<file path="src/rtl/mult8_pp_scheduler_if.sv">
// Request/result bundle for mult8_pp_scheduler: two requester channels and one result channel.
interface mult8_pp_scheduler_if #(
  parameter int TAG_W = 4
);
  logic             req0_valid, req0_ready;
  logic [7:0]       req0_a, req0_b;
  logic [TAG_W-1:0] req0_tag;
  logic             req1_valid, req1_ready;
  logic [7:0]       req1_a, req1_b;
  logic [TAG_W-1:0] req1_tag;
  logic             res_valid, res_ready;
  logic [15:0]      res_p;
  logic             res_id;
  logic [TAG_W-1:0] res_tag;

  modport master (
    output req0_valid, req0_a, req0_b, req0_tag,
    output req1_valid, req1_a, req1_b, req1_tag,
    output res_ready,
    input  req0_ready, req1_ready, res_valid, res_p, res_id, res_tag
  );

  modport slave (
    input  req0_valid, req0_a, req0_b, req0_tag,
    input  req1_valid, req1_a, req1_b, req1_tag,
    input  res_ready,
    output req0_ready, req1_ready, res_valid, res_p, res_id, res_tag
  );
endinterface

</file>
<file path="src/rtl/mult8_pp_scheduler.sv">
// Round-robin sequencer for an 8x8 multiply built from four 6x6 partial products.
// MULT_PP_SCHED_ZSKIP_EN: skip partial-product phases whose high operand slice is zero.
module mult8_pp_scheduler #(
  parameter int TAG_W = 4,
  parameter int CNT_W = 16
) (
  input  logic             clk,
  input  logic             rst_n,
  mult8_pp_scheduler_if.slave bus,
  output logic             busy,
  output logic [CNT_W-1:0] op_count
);
  typedef enum logic [2:0] {S_IDLE, S_LL, S_LH, S_HL, S_HH, S_DONE} state_t;

  state_t           state_q, state_d;
  logic [7:0]       a_q, a_d, b_q, b_d;
  logic [TAG_W-1:0] tag_q, tag_d;
  logic             id_q, id_d, last_q, last_d;
  logic [15:0]      acc_q, acc_d;
  logic [CNT_W-1:0] cnt_q, cnt_d;
  logic             sel, take;
  logic [5:0]       mx, my;
  logic [11:0]      pp;
  logic [15:0]      pp_sh;
  logic             a_hz, b_hz;

  // On contention the requester not granted last time wins.
  assign sel  = bus.req1_valid & (~bus.req0_valid | ~last_q);
  assign bus.req0_ready = (state_q == S_IDLE) & ~sel & bus.req0_valid;
  assign bus.req1_ready = (state_q == S_IDLE) &  sel & bus.req1_valid;
  assign take = bus.req0_ready | bus.req1_ready;

  assign a_hz = (a_q[7:6] == 2'b00);
  assign b_hz = (b_q[7:6] == 2'b00);

  // Shared 6x6 multiplier: operand slices and weight chosen by the phase.
  always_comb begin
    mx = a_q[5:0];
    my = b_q[5:0];
    case (state_q)
      S_LH:    my = {4'b0, b_q[7:6]};
      S_HL:    mx = {4'b0, a_q[7:6]};
      S_HH:    begin mx = {4'b0, a_q[7:6]}; my = {4'b0, b_q[7:6]}; end
      default: ;
    endcase
  end

  assign pp = {6'b0, mx} * {6'b0, my};

  always_comb begin
    pp_sh = {4'b0, pp};
    case (state_q)
      S_LH, S_HL: pp_sh = {pp[9:0], 6'b0};
      S_HH:       pp_sh = {pp[3:0], 12'b0};
      default:    ;
    endcase
  end

  always_comb begin
    state_d = state_q;
    a_d     = a_q;
    b_d     = b_q;
    tag_d   = tag_q;
    id_d    = id_q;
    last_d  = last_q;
    acc_d   = acc_q;
    cnt_d   = cnt_q;
    case (state_q)
      S_IDLE: if (take) begin
        a_d     = sel ? bus.req1_a   : bus.req0_a;
        b_d     = sel ? bus.req1_b   : bus.req0_b;
        tag_d   = sel ? bus.req1_tag : bus.req0_tag;
        id_d    = sel;
        last_d  = sel;
        acc_d   = '0;
        state_d = S_LL;
      end
      S_LL: begin
        acc_d   = acc_q + pp_sh;
        state_d = S_LH;
`ifdef MULT_PP_SCHED_ZSKIP_EN
        if (b_hz) state_d = a_hz ? S_DONE : S_HL;
`endif
      end
      S_LH: begin
        acc_d   = acc_q + pp_sh;
        state_d = S_HL;
`ifdef MULT_PP_SCHED_ZSKIP_EN
        if (a_hz) state_d = S_DONE;
`endif
      end
      S_HL: begin
        acc_d   = acc_q + pp_sh;
        state_d = S_HH;
`ifdef MULT_PP_SCHED_ZSKIP_EN
        if (b_hz) state_d = S_DONE;
`endif
      end
      S_HH: begin
        acc_d   = acc_q + pp_sh;
        state_d = S_DONE;
      end
      S_DONE: if (bus.res_ready) begin
        state_d = S_IDLE;
        cnt_d   = cnt_q + {{(CNT_W-1){1'b0}}, ~&cnt_q};
      end
      default: state_d = S_IDLE;
    endcase
  end

`ifndef MULT_PP_SCHED_ZSKIP_EN
  logic unused_hz;
  assign unused_hz = a_hz ^ b_hz;
`endif

  always_ff @(posedge clk or negedge rst_n) begin
    if (!rst_n) begin
      state_q <= S_IDLE;
      a_q     <= '0;
      b_q     <= '0;
      tag_q   <= '0;
      id_q    <= 1'b0;
      last_q  <= 1'b1;
      acc_q   <= '0;
      cnt_q   <= '0;
    end else begin
      state_q <= state_d;
      a_q     <= a_d;
      b_q     <= b_d;
      tag_q   <= tag_d;
      id_q    <= id_d;
      last_q  <= last_d;
      acc_q   <= acc_d;
      cnt_q   <= cnt_d;
    end
  end

  assign bus.res_valid = (state_q == S_DONE);
  assign bus.res_p     = acc_q;
  assign bus.res_id    = id_q;
  assign bus.res_tag   = tag_q;
  assign busy          = (state_q != S_IDLE);
  assign op_count      = cnt_q;
endmodule

</file>
<file path="src/flat_wrapper.sv">
// flat-port wrapper written by rule: the top's interface ports become plain ports
module mult8_pp_scheduler_flat 
#(
  parameter int TAG_W = 4,
  parameter int CNT_W = 16
)
  (clk, rst_n, busy, op_count, bus_req0_valid, bus_req0_a, bus_req0_b, bus_req0_tag, bus_req1_valid, bus_req1_a, bus_req1_b, bus_req1_tag, bus_res_ready, bus_req0_ready, bus_req1_ready, bus_res_valid, bus_res_p, bus_res_id, bus_res_tag);
  mult8_pp_scheduler_if #(.TAG_W(TAG_W)) bus_i ();
  input  logic clk;
  input  logic rst_n;
  output logic busy;
  output logic [CNT_W-1:0] op_count;
  input wire logic [$bits(bus_i.req0_valid)-1:0] bus_req0_valid;
  input wire logic [$bits(bus_i.req0_a)-1:0] bus_req0_a;
  input wire logic [$bits(bus_i.req0_b)-1:0] bus_req0_b;
  input wire logic [$bits(bus_i.req0_tag)-1:0] bus_req0_tag;
  input wire logic [$bits(bus_i.req1_valid)-1:0] bus_req1_valid;
  input wire logic [$bits(bus_i.req1_a)-1:0] bus_req1_a;
  input wire logic [$bits(bus_i.req1_b)-1:0] bus_req1_b;
  input wire logic [$bits(bus_i.req1_tag)-1:0] bus_req1_tag;
  input wire logic [$bits(bus_i.res_ready)-1:0] bus_res_ready;
  output wire logic [$bits(bus_i.req0_ready)-1:0] bus_req0_ready;
  output wire logic [$bits(bus_i.req1_ready)-1:0] bus_req1_ready;
  output wire logic [$bits(bus_i.res_valid)-1:0] bus_res_valid;
  output wire logic [$bits(bus_i.res_p)-1:0] bus_res_p;
  output wire logic [$bits(bus_i.res_id)-1:0] bus_res_id;
  output wire logic [$bits(bus_i.res_tag)-1:0] bus_res_tag;
  assign bus_i.req0_valid = bus_req0_valid;
  assign bus_i.req0_a = bus_req0_a;
  assign bus_i.req0_b = bus_req0_b;
  assign bus_i.req0_tag = bus_req0_tag;
  assign bus_i.req1_valid = bus_req1_valid;
  assign bus_i.req1_a = bus_req1_a;
  assign bus_i.req1_b = bus_req1_b;
  assign bus_i.req1_tag = bus_req1_tag;
  assign bus_i.res_ready = bus_res_ready;
  assign bus_req0_ready = bus_i.req0_ready;
  assign bus_req1_ready = bus_i.req1_ready;
  assign bus_res_valid = bus_i.res_valid;
  assign bus_res_p = bus_i.res_p;
  assign bus_res_id = bus_i.res_id;
  assign bus_res_tag = bus_i.res_tag;
  mult8_pp_scheduler #(.TAG_W(TAG_W), .CNT_W(CNT_W)) u_core (.clk(clk), .rst_n(rst_n), .bus(bus_i), .busy(busy), .op_count(op_count));
endmodule
</file>
<file path="config.mk">
export PLATFORM = sky130hd
export DESIGN_NAME = mult8_pp_scheduler_flat
export DESIGN_NICKNAME = d
export VERILOG_FILES = /design/src/rtl/mult8_pp_scheduler_if.sv /design/src/rtl/mult8_pp_scheduler.sv /design/src/flat_wrapper.sv
export SDC_FILE = /design/constraint.sdc
export NUM_CORES = 1
export LEC_CHECK = 0
export ABC_CLOCK_PERIOD_IN_PS = 14200
export CAP_MARGIN = 30
export CELL_PAD_IN_SITES_DETAIL_PLACEMENT = 0
export CELL_PAD_IN_SITES_GLOBAL_PLACEMENT = 2
export CORE_ASPECT_RATIO = 2
export CORE_MARGIN = 5
export CORE_UTILIZATION = 30
export DETAILED_ROUTE_END_ITERATION = 10
export PLACE_DENSITY_LB_ADDON = 0.1
export SYNTH_ARGS = -nofsm -noshare
export SYNTH_HDL_FRONTEND = slang
export SYNTH_SLANG_ARGS = --single-unit
</file>
<file path="constraint.sdc">
create_clock -name clk -period 14.2 [get_ports clk]
set_input_delay 2.84 -clock clk [delete_from_list [all_inputs] [get_ports clk]]
set_output_delay 2.84 -clock clk [all_outputs]
set_load 0.05 [all_outputs]
</file>
# --- Yosys cells after proc, flatten, opt, wreduce, memory -nomap -nowiden ---
# Cells that the tools add are included.
classes:
  add_sub_neg: 2
  multipliers: 1
  div: 0
  magnitude_cmp: 0
  n_eq_ne: 7
  n_shift: 0
  mux: 11
  n_bitwise: 10
  reduce_logical: 13
op_table:
  columns: ["operator", "n"]
  rows:
  - ["case mux 16 bit (2 select lines)", 2]
  - ["case mux 3 bit (6 select lines)", 1]
  - ["adder 16 x 1 -> 16 bit", 1]
  - ["adder 16 bit", 1]
  - ["two-way mux 16 bit", 1]
  - ["two-way mux 8 bit", 2]
  - ["AND reduction 16 bit", 1]
  - ["multiplier 6 x 6 -> 12 bit", 1]
  - ["two-way mux 6 bit", 2]
  - ["AND reduction 2 bit", 4]
  - ["== test 3 x 2 -> 1 bit (second input constant)", 2]
  - ["== test 3 bit (second input constant)", 2]
  - ["two-way mux 3 bit", 2]
  - ["OR reduction 2 bit", 3]
  - ["bitwise AND 1 bit", 5]
  - ["two-way mux 4 bit", 1]
  - ["OR reduction 4 bit", 1]
  - ["== test 3 x 1 -> 1 bit (second input constant)", 1]
  - ["zero test 3 bit", 1]
  - ["inverter 1 bit", 3]
  - ["nonzero test 3 bit", 1]
  - ["!= test 2 x 1 -> 1 bit (second input constant)", 1]
  - ["!= test 2 bit (second input constant)", 1]
  - ["OR 1 bit", 2]
  - ["2 further kinds", 2]
word_totals:
  regBits: 57
  latch_bits: 0
  ram_bits: 0
  rom_bits: 0
  in_bits: 45
  elab_cells: 52
  mem_count: 0

# --- Logic depth before layout (Yosys ltp) ---
depth:
  ltp_word: 9
  depth_mapped: 30

# --- Least setup slack after synthesis ---
# OpenSTA, ideal clock, no wires.
synth_timing:
  path_type: "input port to output port"
  start: "input port bus_req1_valid"
  end: "output port bus_req0_ready"
  arrival_ns: 3.993
  required_ns: 11.360
  slack_ns: 7.367
  path_stages: 3
  n_path_buf: 1
  cell_sequence: "a21boi_1 > clkbuf_1 > nor2_1"
synth_between:
  elab_chain_len: 4
synth_lines:
  columns: ["item", "line", "source"]
  rows:
  - ["start: declaration", "flat_wrapper.sv:17", "input wire logic [$bits(bus_i.req1_valid)-1:0] bus_req1_valid;"]
  - ["bitwise AND 1 bit", "mult8_pp_scheduler.sv:28", "assign sel = bus.req1_valid & (~bus.req0_valid | ~last_q);"]
  - ["inverter 1 bit", "mult8_pp_scheduler.sv:29", "assign bus.req0_ready = (state_q == S_IDLE) & ~sel & bus.req0_valid;"]
  - ["bitwise AND 1 bit (2 in a row)", "mult8_pp_scheduler.sv:29", null]
  - ["end: declaration", "flat_wrapper.sv:22", "output wire logic [$bits(bus_i.req0_ready)-1:0] bus_req0_ready;"]
# Every way passes these cells.

# --- Worst setup path in the final report ---
layout_timing:
  start: "input port bus_req1_valid"
  end: "output port bus_req1_ready"
layout_between:
  elab_chain_len: 3
layout_lines:
  columns: ["item", "line", "source"]
  rows:
  - ["bitwise AND 1 bit", "mult8_pp_scheduler.sv:28", null]
  - ["bitwise AND 1 bit", "mult8_pp_scheduler.sv:30", "assign bus.req1_ready = (state_q == S_IDLE) & sel & bus.req1_valid;"]
  - ["bitwise AND 1 bit *", "mult8_pp_scheduler.sv:30", null]
  - ["end: declaration", "flat_wrapper.sv:23", "output wire logic [$bits(bus_i.req1_ready)-1:0] bus_req1_ready;"]
# Mark *: on every way between the ends. The rest lies on a longest branch, timed or not.

==> results.rst <==
.. list-table::
   :header-rows: 1

   * - Metric
     - Value
   * - Data arrival, critical path
     - 5.21 ns
   * - Largest family of logic cells by synthesized area
     - adder cells
   * - Placer Congestion
     - 0.761
   * - Slew headroom
     - approximately 33%
   * - Max Clock Skew
     - ~0.0037 ns
   * - Post-synth EDFFs
     - 0
   * - Sum of routed wire length over all layers
     - 12.5 mm
   * - Overall track demand over capacity in global routing
     - between 10% and 20%
   * - Synth cell types
     - 64
   * - Global-route wire length before repair
     - between 20 and 25 mm
   * - Clock tree from TritonCTS
     - yes
   * - Clock tree root buffer cell
     - sky130_fd_sc_hd__clkbuf_16
   * - IO Count
     - 86
   * - Detailed placer's ending HPWL
     - 9.64 mm
   * - Clock transition at the registers of the reported paths
     - 0.06 ns
   * - FF/Latch Area
     - about 1400 µm²
   * - Number of slew-limit violations in the final report
     - 0
   * - Post-layout minimum cycle time
     - approximately 8 ns
   * - Adder and majority gate portion of the synthesized area
     - around 18%
   * - Net Count, Synth
     - roughly 600
   * - Seq/Total Area, Yosys
     - 31.2%
   * - Final setup fails
     - 0
   * - Later-pin clock latency in the skew report
     - between 0.3 and 0.4 ns
   * - Post-synthesis share of cell area spent on xor and xnor gates
     - under 10%
   * - Number of buffer cells added on primary ports
     - 85
   * - Via count of the first global-routing pass
     - 3,974
   * - Proportion of layout cells with a drive suffix above 1
     - between 6 and 7%
   * - Worst hold path class
     - reg -> reg
   * - Most common flop cell mapped by yosys
     - sky130_fd_sc_hd__dfrtp_1
   * - Die Wd
     - between 90 and 100 µm
   * - Synth Register Bits
     - 57
   * - Initial DRC count
     - 133
   * - Syn_area_per_cell
     - slightly above 9 µm²
   * - Crit-path max cell delay
     - 0.81 ns
   * - Row Count
     - between 60 and 70
   * - Max stage delay cell, worst path
     - sky130_fd_sc_hd__a21boi_4
   * - Period utilisation layout
     - between 50% and 60%
   * - CP Capture Type
     - primary output
   * - Final net count
     - roughly 670
   * - Maximum clock path buffer count
     - 2
   * - Max-cap violation count
     - 0
   * - Mux share of post-synthesis cell area
     - 5.74%
   * - Run status
     - completed
   * - Die Outline Area
     - roughly 18,000 µm²
   * - Clock Sink Count
     - 57
   * - Area added between synthesis and finish
     - 30.2%
   * - Max Fanout on Critical Path
     - 22
   * - Antenna violations before repair
     - 0
   * - Core region area
     - roughly 15,000 µm²
   * - Cell Area, Synth
     - between 4000 and 5000 µm²
   * - Max Clock Freq
     - approximately 120 MHz
   * - Number of warnings printed during yosys synthesis
     - 0
   * - Transition time at the pin with the least slew margin
     - 0.997 ns
   * - Startpoint kind of the worst setup timing path
     - primary input
   * - Final number of hold-violating endpoints
     - 0
   * - Quantity of gates resized following cts
     - 0
   * - H-tree level count
     - 3
   * - Hold bufs inserted after CTS
     - 0
   * - Unrepaired setup endpoints after global routing
     - false
   * - Fin Setup TNS
     - 0 ns
   * - Data required, critical path
     - roughly 11 ns
   * - Vias
     - around 3,700
   * - Pin count of the biggest net entering global routing
     - 58
   * - Area of the multi-input gates
     - 2960 µm²
   * - Initial DRT Pass Iterations
     - 4
   * - Wire length per cell
     - about 16 µm
   * - Compound-gate portion of the synthesized area
     - between 15 and 20%
   * - Count of mapped cells out of synthesis
     - between 400 and 500
   * - Post-synthesis simple-gate area fraction
     - ~18%
   * - Count of filler cells inserted in the layout
     - around 1,500
   * - Post-detailed-route DRC marker count
     - 0
   * - Total gr overflow
     - 0
   * - Diodes inserted
     - 0
   * - Setup bufs post-CTS
     - 0
   * - Starting utilization of the core area
     - between 30 and 40%
   * - Post-synth ARST share
     - 100%
   * - Die height
     - approximately 180 µm
   * - Cells along the critical path
     - clkdlybuf4s50_1, a21boi_4, and2_1, clkdlybuf4s50_1
   * - Dominant cell type by count on the critical path
     - sky130_fd_sc_hd__clkdlybuf4s50_1
   * - Num CTS Buffers
     - 9
   * - Via-to-Cell Ratio
     - ~4.8
   * - Final antenna-violating net count
     - 0
   * - Crit Path Category
     - in -> out
==> cell usage in the layout (no fill, tap or decap), types with 3 or more instances in the layout <==
master / n
sky130_fd_sc_hd__xor2_1: 11
sky130_fd_sc_hd__o32ai_1: 3
sky130_fd_sc_hd__a21o_1: 11
sky130_fd_sc_hd__nand2b_1: 8
sky130_fd_sc_hd__inv_1: 31
sky130_fd_sc_hd__nor3_1: 4
sky130_fd_sc_hd__fa_1: 18
sky130_fd_sc_hd__o21ai_0: 12
sky130_fd_sc_hd__ha_1: 37
sky130_fd_sc_hd__a22o_1: 14
sky130_fd_sc_hd__and3_1: 14
sky130_fd_sc_hd__clkdlybuf4s50_1: 84
sky130_fd_sc_hd__nand4_1: 6
sky130_fd_sc_hd__nand3_1: 11
sky130_fd_sc_hd__mux2i_1: 24
sky130_fd_sc_hd__clkbuf_16: 9
sky130_fd_sc_hd__a21oi_1: 34
sky130_fd_sc_hd__nand2_1: 41
sky130_fd_sc_hd__o22ai_1: 5
sky130_fd_sc_hd__and2_1: 11
sky130_fd_sc_hd__nor2_1: 44
sky130_fd_sc_hd__a31oi_1: 3
sky130_fd_sc_hd__xnor2_1: 23
sky130_fd_sc_hd__nor2b_1: 8
sky130_fd_sc_hd__dfrtp_1: 56
==> cell families (layout without fill, tap and decap cells) <==
| family | Yosys count | count (layout) |
|---|---|---|
| fa+ha+maj | 55 | 55 |
| mux | 26 | 26 |
| xor+xnor | 35 | 35 |
| compound gates | 105 | 105 |
| simple gates | 164 | 164 |
| flops | 57 | 57 |
| buf+inv | 48 | 135 |
==> path summary, 6_finish.rpt <==
path | startpoint | end | slack [ns] | depth (start not counted)
hold reg to reg | u_core.op_count[14] | u_core.op_count[14] | 0.50 | 1
max in group asynchronous | rst_n | u_core.bus.res_tag[0] | 11.03 | 2
setup reg to reg | u_core.state_q[1] | u_core.bus.res_p[14] | 6.90 | 25
setup / recovery | bus_req1_valid | bus_req1_ready | 6.15 | 4
min in group asynchronous | rst_n | u_core.bus.res_p[11] | 2.65 | 2
hold / removal | u_core.op_count[14] | u_core.op_count[14] | 0.50 | 1
==> cells in the mapped netlist (12+ instances only) <==
library cell / n / share of area [%]
sky130_fd_sc_hd__dfrtp_1: 56 / 31
sky130_fd_sc_hd__nor2_1: 45 / 3.7
sky130_fd_sc_hd__nand2_1: 41 / 3.4
sky130_fd_sc_hd__ha_1: 37 / 10
sky130_fd_sc_hd__a21oi_1: 34 / 3.7
sky130_fd_sc_hd__inv_1: 31 / 2.5
sky130_fd_sc_hd__mux2i_1: 24 / 5.3
sky130_fd_sc_hd__xnor2_1: 24 / 4.6
sky130_fd_sc_hd__fa_1: 18 / 7.9
sky130_fd_sc_hd__a22o_1: 14 / 2.7
sky130_fd_sc_hd__and3_1: 14 / 1.9
sky130_fd_sc_hd__o21ai_0: 12 / 1.3
==> worst max-delay path, delay by kind of cell <==
family / cells / cell delay [ns]
simple gates: 1 / 0.25
buf+inv: 2 / 1.31
compound gates: 1 / 0.81
==> stage by stage <==
stage	std cells	worst slack, ns	utilization [%]	hold WS [ns]	cell area [µm²]
2_1_floorplan	490	7.37	-	0.463	4570
3_3_place_gp	758	6.15	37.1	0.492	5610
3_5_place_dp	759	6.16	37.2	0.490	5630
4_1_cts	775	6.13	39.4	0.501	5960
5_1_grt	775	6.05	39.4	0.508	5960
6_report	775	6.15	39.4	0.498	5960
==> sequential cells by signal (all words and copies together), names as in the netlist <==
signal              count
u_core.a_q              8
u_core.b_q              8
u_core.bus.res_id       1
u_core.bus.res_p       16
u_core.bus.res_tag      4
u_core.last_q           1
u_core.op_count        16
u_core.state_q          3
==> metal layers <==
metal,wire length [µm],global-route usage (%),vias to the layer above
met3,339,2.31,10
met5,0,0,-
li1,-,-,1887
met1,5690,18.8,1787
met2,6200,24.4,60
met4,225,5.10,0
==> layout make-up <==
class,instances,area share [%]
well taps,198,4.16
repair buffers,88,14.7
inverters,31,1.95
multi-input cells,385,49.7
clock inverters,7,1.74
flip-flops and latches,57,24.0
clock buffers,9,3.78
Power is not shown: default switching activity piles up to over one toggle a cycle in this logic, so the estimate is an artifact.
